--- config.mk ---
export PLATFORM = sky130hd
export DESIGN_NAME = sync_fifo
export DESIGN_NICKNAME = d
export VERILOG_FILES = /design/src/rtl/fifo_pkg.sv /design/src/rtl/fifo_ram.sv /design/src/rtl/sync_fifo.sv
export SDC_FILE = /design/constraint.sdc
export NUM_CORES = 1
export LEC_CHECK = 0
export BUFFER_PORTS_ARGS = -buffer_cell sky130_fd_sc_hd__buf_2
export CAP_MARGIN = 40
export CORE_MARGIN = 4
export CORE_UTILIZATION = 44
export DETAILED_ROUTE_END_ITERATION = 10
export GPL_ROUTABILITY_DRIVEN = 0
export HOLD_SLACK_MARGIN = 0.15
export SLEW_MARGIN = 10
export SYNTH_ARGS = -nofsm -noshare
export SYNTH_HDL_FRONTEND = slang
export SYNTH_HIERARCHICAL = 1
export SYNTH_SLANG_ARGS = --single-unit
--- constraint.sdc ---
create_clock -name clk -period 12.1 [get_ports clk]
set_input_delay 2.42 -clock clk [delete_from_list [all_inputs] [get_ports clk]]
set_output_delay 2.42 -clock clk [all_outputs]
set_load 0.005 [all_outputs]
--- src/rtl/fifo_pkg.sv ---
// Shared helpers and defaults for the sync_fifo block.
package fifo_pkg;

    // Default almost_full threshold is DEPTH minus this offset.
    localparam int DEF_AF_OFFSET = 2;
    // Default almost_empty threshold.
    localparam int DEF_AE_TH     = 1;

    // Entry index width for a given depth (never narrower than one bit).
    function automatic int fifo_addr_len(input int depth);
        return (depth > 1) ? $clog2(depth) : 1;
    endfunction

endpackage

--- src/rtl/fifo_ram.sv ---
// Simple dual-port storage with a registered read port.
// The array itself is never reset; only the read register is.
module fifo_ram #(
    parameter int DATA_SIZE = 32,
    parameter int ADDR_LEN  = 5
) (
    input  logic                 clk,
    input  logic                 reset,
    input  logic                 we_i,
    input  logic [ADDR_LEN-1:0]  waddr_i,
    input  logic [DATA_SIZE-1:0] wdata_i,
    input  logic                 re_i,
    input  logic [ADDR_LEN-1:0]  raddr_i,
    output logic [DATA_SIZE-1:0] rdata_o
);

    localparam int ENTRIES = 1 << ADDR_LEN;

    logic [DATA_SIZE-1:0] mem_q [ENTRIES];
    logic [DATA_SIZE-1:0] rdata_q;

    // Write port: store the word at the write index.
    always_ff @(posedge clk) begin
        if (we_i) mem_q[waddr_i] <= wdata_i;
    end

    // Read port: capture the addressed word; hold the last value otherwise.
    always_ff @(posedge clk or posedge reset) begin
        if (reset)     rdata_q <= '0;
        else if (re_i) rdata_q <= mem_q[raddr_i];
    end

    assign rdata_o = rdata_q;

endmodule

--- src/rtl/sync_fifo.sv ---
// Single-clock FIFO with registered read port, occupancy count,
// full/empty and programmable almost flags, and synchronous flush.
// Optional sticky overflow/underflow outputs: define SYNC_FIFO_ERR_FLAGS_EN.
module sync_fifo
    import fifo_pkg::*;
#(
    parameter  int DATA_SIZE = 32,
    parameter  int DEPTH     = 32,
    parameter  int AF_TH     = DEPTH - DEF_AF_OFFSET,
    parameter  int AE_TH     = DEF_AE_TH,
    localparam int ADDR_LEN  = fifo_addr_len(DEPTH)
) (
    input  logic                 clk,
    input  logic                 reset,
    input  logic                 flush,
    input  logic                 w_en,
    input  logic [DATA_SIZE-1:0] w_data,
    input  logic                 r_en,
    output logic [DATA_SIZE-1:0] r_data,
    output logic                 r_valid,
    output logic                 w_valid,
    output logic                 full,
    output logic                 empty,
    output logic                 almost_full,
    output logic                 almost_empty,
    output logic [ADDR_LEN:0]    count
`ifdef SYNC_FIFO_ERR_FLAGS_EN
    ,
    output logic                 overflow,
    output logic                 underflow
`endif
);

    // Pointers carry an extra wrap bit so they run modulo 2*DEPTH.
    typedef logic [ADDR_LEN:0] ptr_t;

    localparam ptr_t ONE_C   = ptr_t'(1);
    localparam ptr_t DEPTH_C = ptr_t'(DEPTH);
    localparam ptr_t AF_C    = ptr_t'(AF_TH);
    localparam ptr_t AE_C    = ptr_t'(AE_TH);

    ptr_t wr_ptr_q, wr_ptr_d;
    ptr_t rd_ptr_q, rd_ptr_d;
    ptr_t count_q,  count_d;
    logic w_valid_q, r_valid_q;
    logic wr_acc, rd_acc;

    // Flags decode the registered count, so they never glitch.
    assign full         = (count_q == DEPTH_C);
    assign empty        = (count_q == '0);
    assign almost_full  = (count_q >= AF_C);
    assign almost_empty = (count_q <= AE_C);
    assign count        = count_q;
    assign w_valid      = w_valid_q;
    assign r_valid      = r_valid_q;

    // Acceptance uses start-of-cycle full/empty; flush overrides both.
    assign wr_acc = w_en & ~full  & ~flush;
    assign rd_acc = r_en & ~empty & ~flush;

    // Next-state for pointers and occupancy.
    always_comb begin
        wr_ptr_d = wr_ptr_q;
        rd_ptr_d = rd_ptr_q;
        count_d  = count_q;
        if (flush) begin
            wr_ptr_d = '0;
            rd_ptr_d = '0;
            count_d  = '0;
        end else begin
            if (wr_acc) wr_ptr_d = wr_ptr_q + ONE_C;
            if (rd_acc) rd_ptr_d = rd_ptr_q + ONE_C;
            case ({wr_acc, rd_acc})
                2'b10:   count_d = count_q + ONE_C;
                2'b01:   count_d = count_q - ONE_C;
                default: count_d = count_q;
            endcase
        end
    end

    // State registers; reset aborts anything in flight.
    always_ff @(posedge clk or posedge reset) begin
        if (reset) begin
            wr_ptr_q  <= '0;
            rd_ptr_q  <= '0;
            count_q   <= '0;
            w_valid_q <= 1'b0;
            r_valid_q <= 1'b0;
        end else begin
            wr_ptr_q  <= wr_ptr_d;
            rd_ptr_q  <= rd_ptr_d;
            count_q   <= count_d;
            w_valid_q <= wr_acc;
            r_valid_q <= rd_acc;
        end
    end

    fifo_ram #(
        .DATA_SIZE (DATA_SIZE),
        .ADDR_LEN  (ADDR_LEN)
    ) u_ram (
        .clk     (clk),
        .reset   (reset),
        .we_i    (wr_acc),
        .waddr_i (wr_ptr_q[ADDR_LEN-1:0]),
        .wdata_i (w_data),
        .re_i    (rd_acc),
        .raddr_i (rd_ptr_q[ADDR_LEN-1:0]),
        .rdata_o (r_data)
    );

`ifdef SYNC_FIFO_ERR_FLAGS_EN
    logic overflow_q, underflow_q;

    // Sticky error flags: set on a rejected request, cleared by flush.
    always_ff @(posedge clk or posedge reset) begin
        if (reset) begin
            overflow_q  <= 1'b0;
            underflow_q <= 1'b0;
        end else if (flush) begin
            overflow_q  <= 1'b0;
            underflow_q <= 1'b0;
        end else begin
            overflow_q  <= overflow_q  | (w_en & full);
            underflow_q <= underflow_q | (r_en & empty);
        end
    end

    assign overflow  = overflow_q;
    assign underflow = underflow_q;
`endif

endmodule
* Word-level counts from Yosys, hierarchy flattened *
Memory sizes are Yosys's and may differ from the RTL's. A register that Yosys moved wholly into a read port is not among the register bits.
Cells that the tools add are included.

storage, ports and cells
  register bits after elaboration = 20
  bits in writable memories = 1,024
  input port bits = 37
  output and inout bits = 44
  word-level logic and storage cells = 34
  memories kept = 1

memory list
  name         words  bits a word  read ports  clocked after Yosys merged registers in  wr ports  line            source
  u_ram.mem_q  32     32           1           1                                        1         fifo_ram.sv:19  logic [DATA_SIZE-1:0] mem_q [ENTRIES];

operators by class
  add/subtract/negate cells = 4
  $lt $le $gt $ge = 2
  eq/ne operators = 3
  multiplexer cells = 8
  bitwise gates (word level) = 7
  reduce and logical (&&, ||, !) cells = 4

operators with widths
  kind                   number
  $mux W6                5
  $add A6 B1 Y6 const B  3
  $pmux W6 S2            1
  $eq A6 B6 Y1 const B   1
  $ge A6 B5 Y1 const B   1
  $le A6 B1 Y1 const B   1
  $logic_not A6 Y1       1
  $sub A6 B1 Y6 const B  1
  $and A1 B1 Y1          4
  $reduce_bool A2 Y1     2
  $not A1 Y1             3
  $reduce_bool A3 Y1     1
  $eq A2 B1 Y1 const B   1
  $eq A2 B2 Y1 const B   1
  $mux W1                2

* Logic depth before layout (Yosys ltp) *
Gate-level depths: netlist (run 1).

  depth in word-level cells = 7
  depth in mapped cells = 9
  depth with buffers taken out = 7

* Modules after synthesis *
The synthesis (run 1) kept the hierarchy.

modules (own cells, without submodules)
  module     times used  cells an instance  area an instance (um^2)  seq. area each (um^2)
  fifo_ram   1           2,201              40,914.2                 31,550.3
  sync_fifo  1           125                1,231.2                  450.4

* Worst setup path before layout (run 1) *
OpenSTA, ideal clock, no wires.

  kind = in2reg
  start = in flush
  end = mem u_ram.mem_q[12][0] (enable)
  library setup time = 421 ps
  data arrival time = 4,866 ps
  required time = 11,679 ps
  slack = 6,813 ps
  stages = 5
  path buffers = 2
  path through = clkbuf_8 > nor3_2 > or3b_2 > clkbuf_1 > nor2_1

on the way
  word-level cells in the longest chain between the ends = 4

ends and longest elaborated chain
  element                        line             source
  start: declaration             sync_fifo.sv:15  input logic flush,
  $not A1 Y1                     sync_fifo.sv:58  assign wr_acc = w_en & ~full & ~flush;
  $and A1 B1 Y1                  sync_fifo.sv:58
  named net wr_acc               sync_fifo.sv:46  logic wr_acc, rd_acc;
  $mux W1                        fifo_ram.sv:24   if (we_i) mem_q[waddr_i] <= wdata_i;
  $mux W1 (implied by the code)  fifo_ram.sv:24
  end: declaration               fifo_ram.sv:19

The timed path passes the listed nets, and every way through them passes these cells.

* Final worst setup path (run 1) *
  start = reg count_q[1], in the netlist count[1]
  end = out full

on the way
  word-level cells in the longest chain between the ends = 1

ends and longest elaborated chain
  element                   line             source
  start: declaration        sync_fifo.sv:44  ptr_t count_q, count_d;
  start signal: assignment  sync_fifo.sv:92  count_q <= count_d;
  $eq A6 B6 Y1              sync_fifo.sv:49  assign full = (count_q == DEPTH_C);
  end: declaration          sync_fifo.sv:22  output logic full,

No other way between the ends.

==> results of run 1 <==
==> synth_stat cells, drive strengths merged (2+ instances only) <==
cell type / count
mux2: 36
nand2b: 2
a21oi: 130
o211ai: 5
or2: 2
nor2: 56
mux2i: 516
or3: 2
nand3b: 5
or3b: 3
buf: 80
a22oi: 258
inv: 8
o2111ai: 4
clkbuf: 58
a31oi: 2
nor3: 2
nor2b: 4
xnor2: 3
nand3: 5
edfxtp: 1024
xor2: 6
a211oi: 2
nor4: 33
dfrtp: 50
nand2: 5
and2: 4
o21ai: 4
ha: 6
==> cells by family after synthesis <==
kind of cell	after synthesis
flops	1074
mux	552
compound gates	411
buf+inv	146
simple gates	128
xor+xnor	9
fa+ha+maj	6
==> registers in the layout, summed over array words and instances, names as in the netlist <==
| name | cells |
|---|---|
| rd_ptr_q | 5 |
| r_valid | 1 |
| w_valid | 1 |
| u_ram/rdata_o | 32 |
| count | 6 |
| u_ram/mem_q | 1024 |
| wr_ptr_q | 5 |
==> metrics by stage <==
| step | setup WS [ns] | total power, mW | std cells | utilization [%] |
|---|---|---|---|---|
| after global routing | 6.91 | 9.79 | 3808 | 51.0 |
| after CTS | 7.02 | 9.51 | 3802 | 50.9 |
| final | 7.03 | 9.45 | 3809 | 51.0 |
| after floorplan | 6.81 | 5.71 | 2326 | - |
| after detailed placement | 6.83 | 6.23 | 3600 | 47.1 |
| after global placement | 6.64 | 6.16 | 3553 | 45.9 |
==> metal layers <==
| metal | wire (µm) | up-vias | GRT usage [%] |
|---|---|---|---|
| met4 | 4320 | 2 | 8.21 |
| met3 | 6800 | 173 | 3.40 |
| met2 | 55000 | 795 | 36.3 |
| met1 | 43600 | 11400 | 27.5 |
| met5 | 13 | - | 0 |
| li1 | - | 9641 | - |
==> worst paths after layout <==
check / cells after the start / slack [ns] / to / from
max in group asynchronous: 3 / 9.45 / u_ram/rdata_o[14] / reset
min in group asynchronous: 2 / 1.69 / rd_ptr_q[0] / reset
setup / recovery: 5 / 7.03 / full / count[1]
hold / removal: 1 / 0.50 / u_ram/rdata_o[30] / u_ram/rdata_o[30]
hold reg to reg: 1 / 0.50 / u_ram/rdata_o[30] / u_ram/rdata_o[30]
setup reg to reg: 8 / 7.80 / u_ram/rdata_o[5] / rd_ptr_q[0]
==> power by group through the flow <==
stage / combinational, mW / clock [mW] / sequential (mW)
2_1_floorplan: 1.42 / 0 / 4.29
3_3_place_gp: 1.78 / 0 / 4.38
3_5_place_dp: 1.84 / 0 / 4.38
4_1_cts: 1.85 / 3.36 / 4.30
5_1_grt: 1.95 / 3.53 / 4.31
6_report: 1.84 / 3.31 / 4.30
==> final cells by class <==
| cell class | instances | share of cell area [%] |
|---|---|---|
| well taps | 1265 | 3.27 |
| multi-input cells | 1106 | 19.6 |
| repair buffers | 153 | 3.74 |
| inverters | 8 | 0.0620 |
| diodes | 1 | 0.00516 |
| clock buffers | 127 | 5.81 |
| clock inverters | 75 | 1.50 |
| flip-flops and latches | 1074 | 66.1 |
==> reports/metrics.yaml, run 1 <==
status:
  status: "finished, final reports clean"
route:
  post_route_ant_nets: 0
  drt-total-wl_mm: 110
  vias: 22000
  routed_via_density: 5.77
  post_drt_wl_per_cell_um: 28.8
  drtPass1Iterations: 5
  drc: 0
  initialDrtViolationCount: 2192
yosys:
  synth.yosys.seq_area_share_pct: 75.9
  postSynthRegisterBits: 1074
  synth-compound-area-share_pct: 6.56
  synth.mux.area_fraction_pct: 13.2
  ys.warnings.count: 6
  post_synth_adder_cell_area_pct: 0.178
  synthFlopType: "sky130_fd_sc_hd__edfxtp_1"
  synth_top_family_by_area: "multiplexers"
  synthesis.area_per_instance_um2: 18.1
  synth_xor_area_share_pct: 0.187
  async_flop_share_pct: 4.66
  post-synth-top-area-fraction_pct: 73.0
  synth.net_count: 2369
  mappedNetlistArea_um2: 42100
  netlist_instances: 2326
  count_of_flip_flops_with_a_built_in_enable_after_synthesis: 1024
  number_of_distinct_library_cells_after_synthesis: 54
  post_synth_and_or_nand_nor_area_fraction_pct: 1.66
  synth_area_leaders: "sky130_fd_sc_hd__edfxtp_1 (73%), sky130_fd_sc_hd__mux2i_1 (12%), sky130_fd_sc_hd__a22oi_1 (4.6%), sky130_fd_sc_hd__dfrtp_1 (3.0%), sky130_fd_sc_hd__a21oi_1 (1.5%)"
  largest_area_contributor_in_the_netlist: "sky130_fd_sc_hd__edfxtp_1"
power_and_ir_drop:
  p_leak_nw: 15.2
  power_density_nw_per_um2: 195
  internal_power_mw: 6.91
  switchingPower_mw: 2.54
  power.sequential.fraction_pct: 45.5
  clkPwrFrac_pct: 35.0
  irDropWorstVdd_uv: 177
  sw_frac_of_total_pct: 26.9
  combinational_power_share_pct: 19.5
worst_setup_path:
  timing.critical_path.cells: "inv_1 > ha_1 > or4b_4 > nor2_2 > buf_2"
  timing.critical_path.slowest_stage_cell: "sky130_fd_sc_hd__or4b_4"
  setup.worst_path.class: "reg -> out"
  start_kind: "register"
  worst-path-buf-inv: 2
  worst-endpoint-required_ns: 9.68
  crit_family: "simple AND/OR/NAND/NOR gates"
  timing.critical_path.arrival_ns: 2.65
  crit_path_max_fanout: 13
  critPathCaptureType: "output port"
  critPathMaxStageDelay_ns: 0.62
cells_and_area:
  layout.cells.most_common_list: "sky130_fd_sc_hd__edfxtp_1 (1024), sky130_fd_sc_hd__mux2i_1 (516), sky130_fd_sc_hd__a22oi_1 (258)"
  final_cell_area_um2: 48500
  post_route_cells_drive_above_1_share_pct: 15.7
  nets: 2493
  num-fill-cells: 7626
  layout_commonest_cell: "sky130_fd_sc_hd__edfxtp_1"
  final-seq-area_um2: 32000
  flow.area_growth_from_synthesis_pct: 15.0
  footprint_of_the_multi_input_gates_um2: 9470
clocking:
  clk_root_buffer_cell: "sky130_fd_sc_hd__clkbuf_16"
  clkSinkCount: 1074
  cts-root-to-sink-buffers: 3
  cts-hold-fix-buffers: 0
  worst_setup_hold_path_clk_slew_ns: 0.06
  cts_setup_buffers: 0
  count_of_instances_resized_after_the_clock_tree_is_built: 0
  cts_buffers: 107
  htree_levels: 3
  clock_latency_ns: 0.69
  tritoncts: "yes"
grt:
  grt_pass1_vias: 21800
  initial_antenna_violation_count: 6
  grt_start_max_net_pins: 125
  grt_first_pass_wirelength_mm: 155
  gr-total-overflow: 0
  grt_use_total_pct: 21.3
floorplan:
  die_outline_height_um: 317
  design.die.area_um2: 101000
  initial_core_util_pct: 44.4
  die_w_um: 317
  design.core.area_um2: 95000
  rows: 113
  ios: 81
sta:
  layout_worst_path_cycle_share_pct: 41.9
  skew_ns: 0.0380
  worst_hold_margin_ns: 0.499
  worstMarginPinSlew_ns: 1.02
  max_freq_mhz: 197
  final_max_slew_viol_count: 0
  setup_violations: 0
  rsz_0062_raised_after_global_routing: "false"
  final_hold_viol_count: 0
  timing.final.crit_period_ns: 5.07
  total_negative_slack_for_setup_checks_ns: 0
  maxSlewHeadroom_pct: 32.0
placed_design:
  portBuffers: 80
  dpl_cell_area_um2: 44800
  post-dp-hpwl_mm: 69.2
job:
  max-cap-violations: 0
hold_path:
  hold_path_class: "reg -> reg"
No activity file was read; power rests on OpenSTA's default activity.
==> run 2, diff against run 1 <==
- ABC_AREA: not set -> 1
- clock period: 12.1 -> 5.08 ns (I/O delays scaled with it)
==> reports/metrics.yaml, run 2 <==
status:
  status: "finished, final reports clean"
floorplan:
  die_w_um: 323  # +1.9%
  die_outline_height_um: 323  # +1.9%
  design.die.area_um2: 105000  # +3.7%
  design.core.area_um2: 98600  # +3.7%
  rows: 115  # +1.8%
  initial_core_util_pct: 44.4  # about the same
  ios: 81  # unchanged
sta:
  final_hold_viol_count: 0  # unchanged
  total_negative_slack_for_setup_checks_ns: 0  # unchanged
  skew_ns: 0.0315  # -0.00645 ns
  max_freq_mhz: 319
  maxSlewHeadroom_pct: 36.2  # +4.1 points
  setup_violations: 0  # unchanged
  worstMarginPinSlew_ns: 0.957  # -0.0620 ns
  layout_worst_path_cycle_share_pct: 61.8
  timing.final.crit_period_ns: 3.14
  final_max_slew_viol_count: 0  # unchanged
  rsz_0062_raised_after_global_routing: "false"
placed_design:
  dpl_cell_area_um2: 45500  # +1.5%
  post-dp-hpwl_mm: 70.5  # +1.8%
  portBuffers: 80  # unchanged
power_and_ir_drop:
  power_density_nw_per_um2: 460  # +140%
  p_leak_nw: 17.7  # +17%
  irDropWorstVdd_uv: 308  # +74%
route:
  post_route_ant_nets: 0  # unchanged
  top_signal_layer_used: "met5"
  drtPass1Iterations: 10  # +5
  post_drt_wl_per_cell_um: 23.8  # -17%
  met2_length_mm: 57.2  # +4.0%
  drt-total-wl_mm: 122  # +11%
  drc: 0  # unchanged
  dr_wl_met3_mm: 9.43  # +39%
  routed_via_density: 5.57  # -3.4%
  initialDrtViolationCount: 3141  # +43%
  met1Wirelength_mm: 51.8  # +19%
  vias: 28500  # +30%
clocking:
  cts_buffers: 108  # +0.93%
  cts-hold-fix-buffers: 0  # unchanged
  clk_root_buffer_cell: "sky130_fd_sc_hd__clkbuf_16"
  clock_latency_ns: 0.68  # about the same
  worst_setup_hold_path_clk_slew_ns: 0.07  # about the same
  cts-root-to-sink-buffers: 3  # unchanged
  htree_levels: 3  # unchanged
  cts_setup_buffers: 0  # unchanged
  count_of_instances_resized_after_the_clock_tree_is_built: 0  # unchanged
  tritoncts: "yes"
  clkSinkCount: 1074  # unchanged
yosys:
  synthFlopType: "sky130_fd_sc_hd__edfxtp_1"
  postSynthRegisterBits: 1074  # unchanged
  post-synth-top-area-fraction_pct: 70.3  # -2.7 points
  ys.warnings.count: 6  # unchanged
  synth.net_count: 3741  # +58%
  synthesis.area_per_instance_um2: 11.8  # -35%
  synthTopCellsByCount: "sky130_fd_sc_hd__nand2_1 (1379), sky130_fd_sc_hd__edfxtp_1 (1024), sky130_fd_sc_hd__nand3_1 (894)"
  largest_area_contributor_in_the_netlist: "sky130_fd_sc_hd__edfxtp_1"
  synth.yosys.seq_area_share_pct: 73.1  # -2.8 points
  synthMostInstantiatedCell: "sky130_fd_sc_hd__nand2_1"
  async_flop_share_pct: 4.66  # unchanged
  synth_area_leaders: "sky130_fd_sc_hd__edfxtp_1 (70%), sky130_fd_sc_hd__nand2_1 (12%), sky130_fd_sc_hd__nand3_1 (10%), sky130_fd_sc_hd__dfrtp_1 (2.9%), sky130_fd_sc_hd__buf_2 (1.5%)"
  number_of_distinct_library_cells_after_synthesis: 29  # -46%
  count_of_flip_flops_with_a_built_in_enable_after_synthesis: 1024  # unchanged
  netlist_instances: 3698  # +59%
  mappedNetlistArea_um2: 43800  # +3.8%
cells_and_area:
  layout.cells.most_common_list: "sky130_fd_sc_hd__nand2_1 (1379), sky130_fd_sc_hd__edfxtp_1 (1024), sky130_fd_sc_hd__nand3_1 (894)"
  top_register: "u_ram/mem_q"
  nets: 3786  # +52%
  layout_commonest_cell: "sky130_fd_sc_hd__nand2_1"
  flow.area_growth_from_synthesis_pct: 11.8
  max_ffs_per_register: 1024  # unchanged
  final_cell_area_um2: 48900  # +0.93%
  post_route_cells_drive_above_1_share_pct: 9.79  # -5.9 points
worst_setup_path:
  critPathCaptureType: "register"
  setup.worst_path.class: "reg -> reg"
  timing.critical_path.arrival_ns: 3.76  # +1.11 ns
  worst-endpoint-required_ns: 5.70  # -3.98 ns
  start_kind: "register"
  crit_path_max_fanout: 178  # +165
grt:
  grt_first_pass_wirelength_mm: 179  # +16%
  grt_start_max_net_pins: 179  # +43%
  initial_antenna_violation_count: 4  # -2
  grt_use_total_pct: 23.2  # +1.9 points
  grt_pass1_vias: 26900  # +23%
  gr-total-overflow: 0  # unchanged
hold_path:
  hold_path_class: "in -> async"
job:
  max-cap-violations: 0  # unchanged
## run 2: changes by cell type after synthesis, sizes merged, moves of 22 or more
cell    previous run  this run
nand2              5      1383
nand3              5       896
mux2i            516         0
a22oi            258         0
a21oi            130         4
buf               80       202
mux2              36         0
nor4              33         0
clkbuf            58        27
inv                8        30
## run 2: path summary, 6_finish.rpt
check	cells after the start	slack [ns]	to	startpoint
worst max-delay path	10	1.94	u_ram/rdata_o[29]	rd_ptr_q[0]
worst min register to register	2	0.48	u_ram/rdata_o[16]	u_ram/rdata_o[16]
min in group clk	2	0.48	u_ram/rdata_o[16]	u_ram/rdata_o[16]
worst max register to register	10	1.94	u_ram/rdata_o[29]	rd_ptr_q[0]
max in group asynchronous	2	4.05	rd_ptr_q[2]	reset
worst min-delay path	2	0.24	u_ram/rdata_o[30]	reset
## run 2: through the flow
stage	power [mW]	std cells	util (%)	worst slack, ns	hold WS (ns)
final	22.5	5118	49.6	1.94	0.244
after CTS	22.6	5115	49.6	2.03	0.206
after global routing	23.5	5116	49.6	1.86	0.233
after detailed placement	15.0	4919	46.1	1.39	0.464
after floorplan	13.4	3698	-	1.52	0.473
after global placement	14.9	4911	45.9	1.43	0.466
## run 2: report_power, final
| part | internal (mW) | switching (mW) |
|---|---|---|
| registers | 9.88 | 0.239 |
| logic | 1.28 | 3.38 |
| clock network | 4.39 | 3.33 |
| total | 15.5 | 6.95 |
## run 2: cells by family (layout without fill, tap and decap cells)
group | Yosys count | after routing | share of synthesized area (%)
and+or+nand+nor | 2335 | 2335 | 22.8
AOI/OAI and AO/OA | 19 | 19 | 0.226
adders and majority gates | 6 | 6 | 0.172
other | 0 | 2 | 0
buffers and inverters | 259 | 390 | 3.60
xor gates and xnor gates | 5 | 5 | 0.100
DFF | 1074 | 1074 | 73.1
## run 2: critical path, stage by stage, from the launching register on
cell,delay [ns]
sky130_fd_sc_hd__dfrtp_4,0.73
sky130_fd_sc_hd__inv_16,0.54
sky130_fd_sc_hd__buf_4,0.50
sky130_fd_sc_hd__nand2_1,0.10
sky130_fd_sc_hd__nand3_1,0.09
sky130_fd_sc_hd__nand3_1,0.08
sky130_fd_sc_hd__nand2_1,0.16
sky130_fd_sc_hd__nand2_1,0.07
sky130_fd_sc_hd__nand3_1,0.23
sky130_fd_sc_hd__nand3_1,0.25
sky130_fd_sc_hd__nand2_1,0.12
## run 2: routing by layer
| layer | global-route usage (%) | vias up |
|---|---|---|
| met5 | 0 | - |
| met4 | 6.81 | 4 |
| met3 | 3.30 | 188 |
| met2 | 37.1 | 1165 |
| met1 | 33.3 | 14100 |
| li1 | - | 13000 |
## run 2: cell type report
cell class	count	area, µm²
timing repair buffer	164	1280
sequential	1074	32000
multi-input combinational	2365	10400
inverter	30	143
tap	1287	1610
antenna	2	5.00
fill	8541	49700
clock buffer	138	2940
clock inverter	58	488
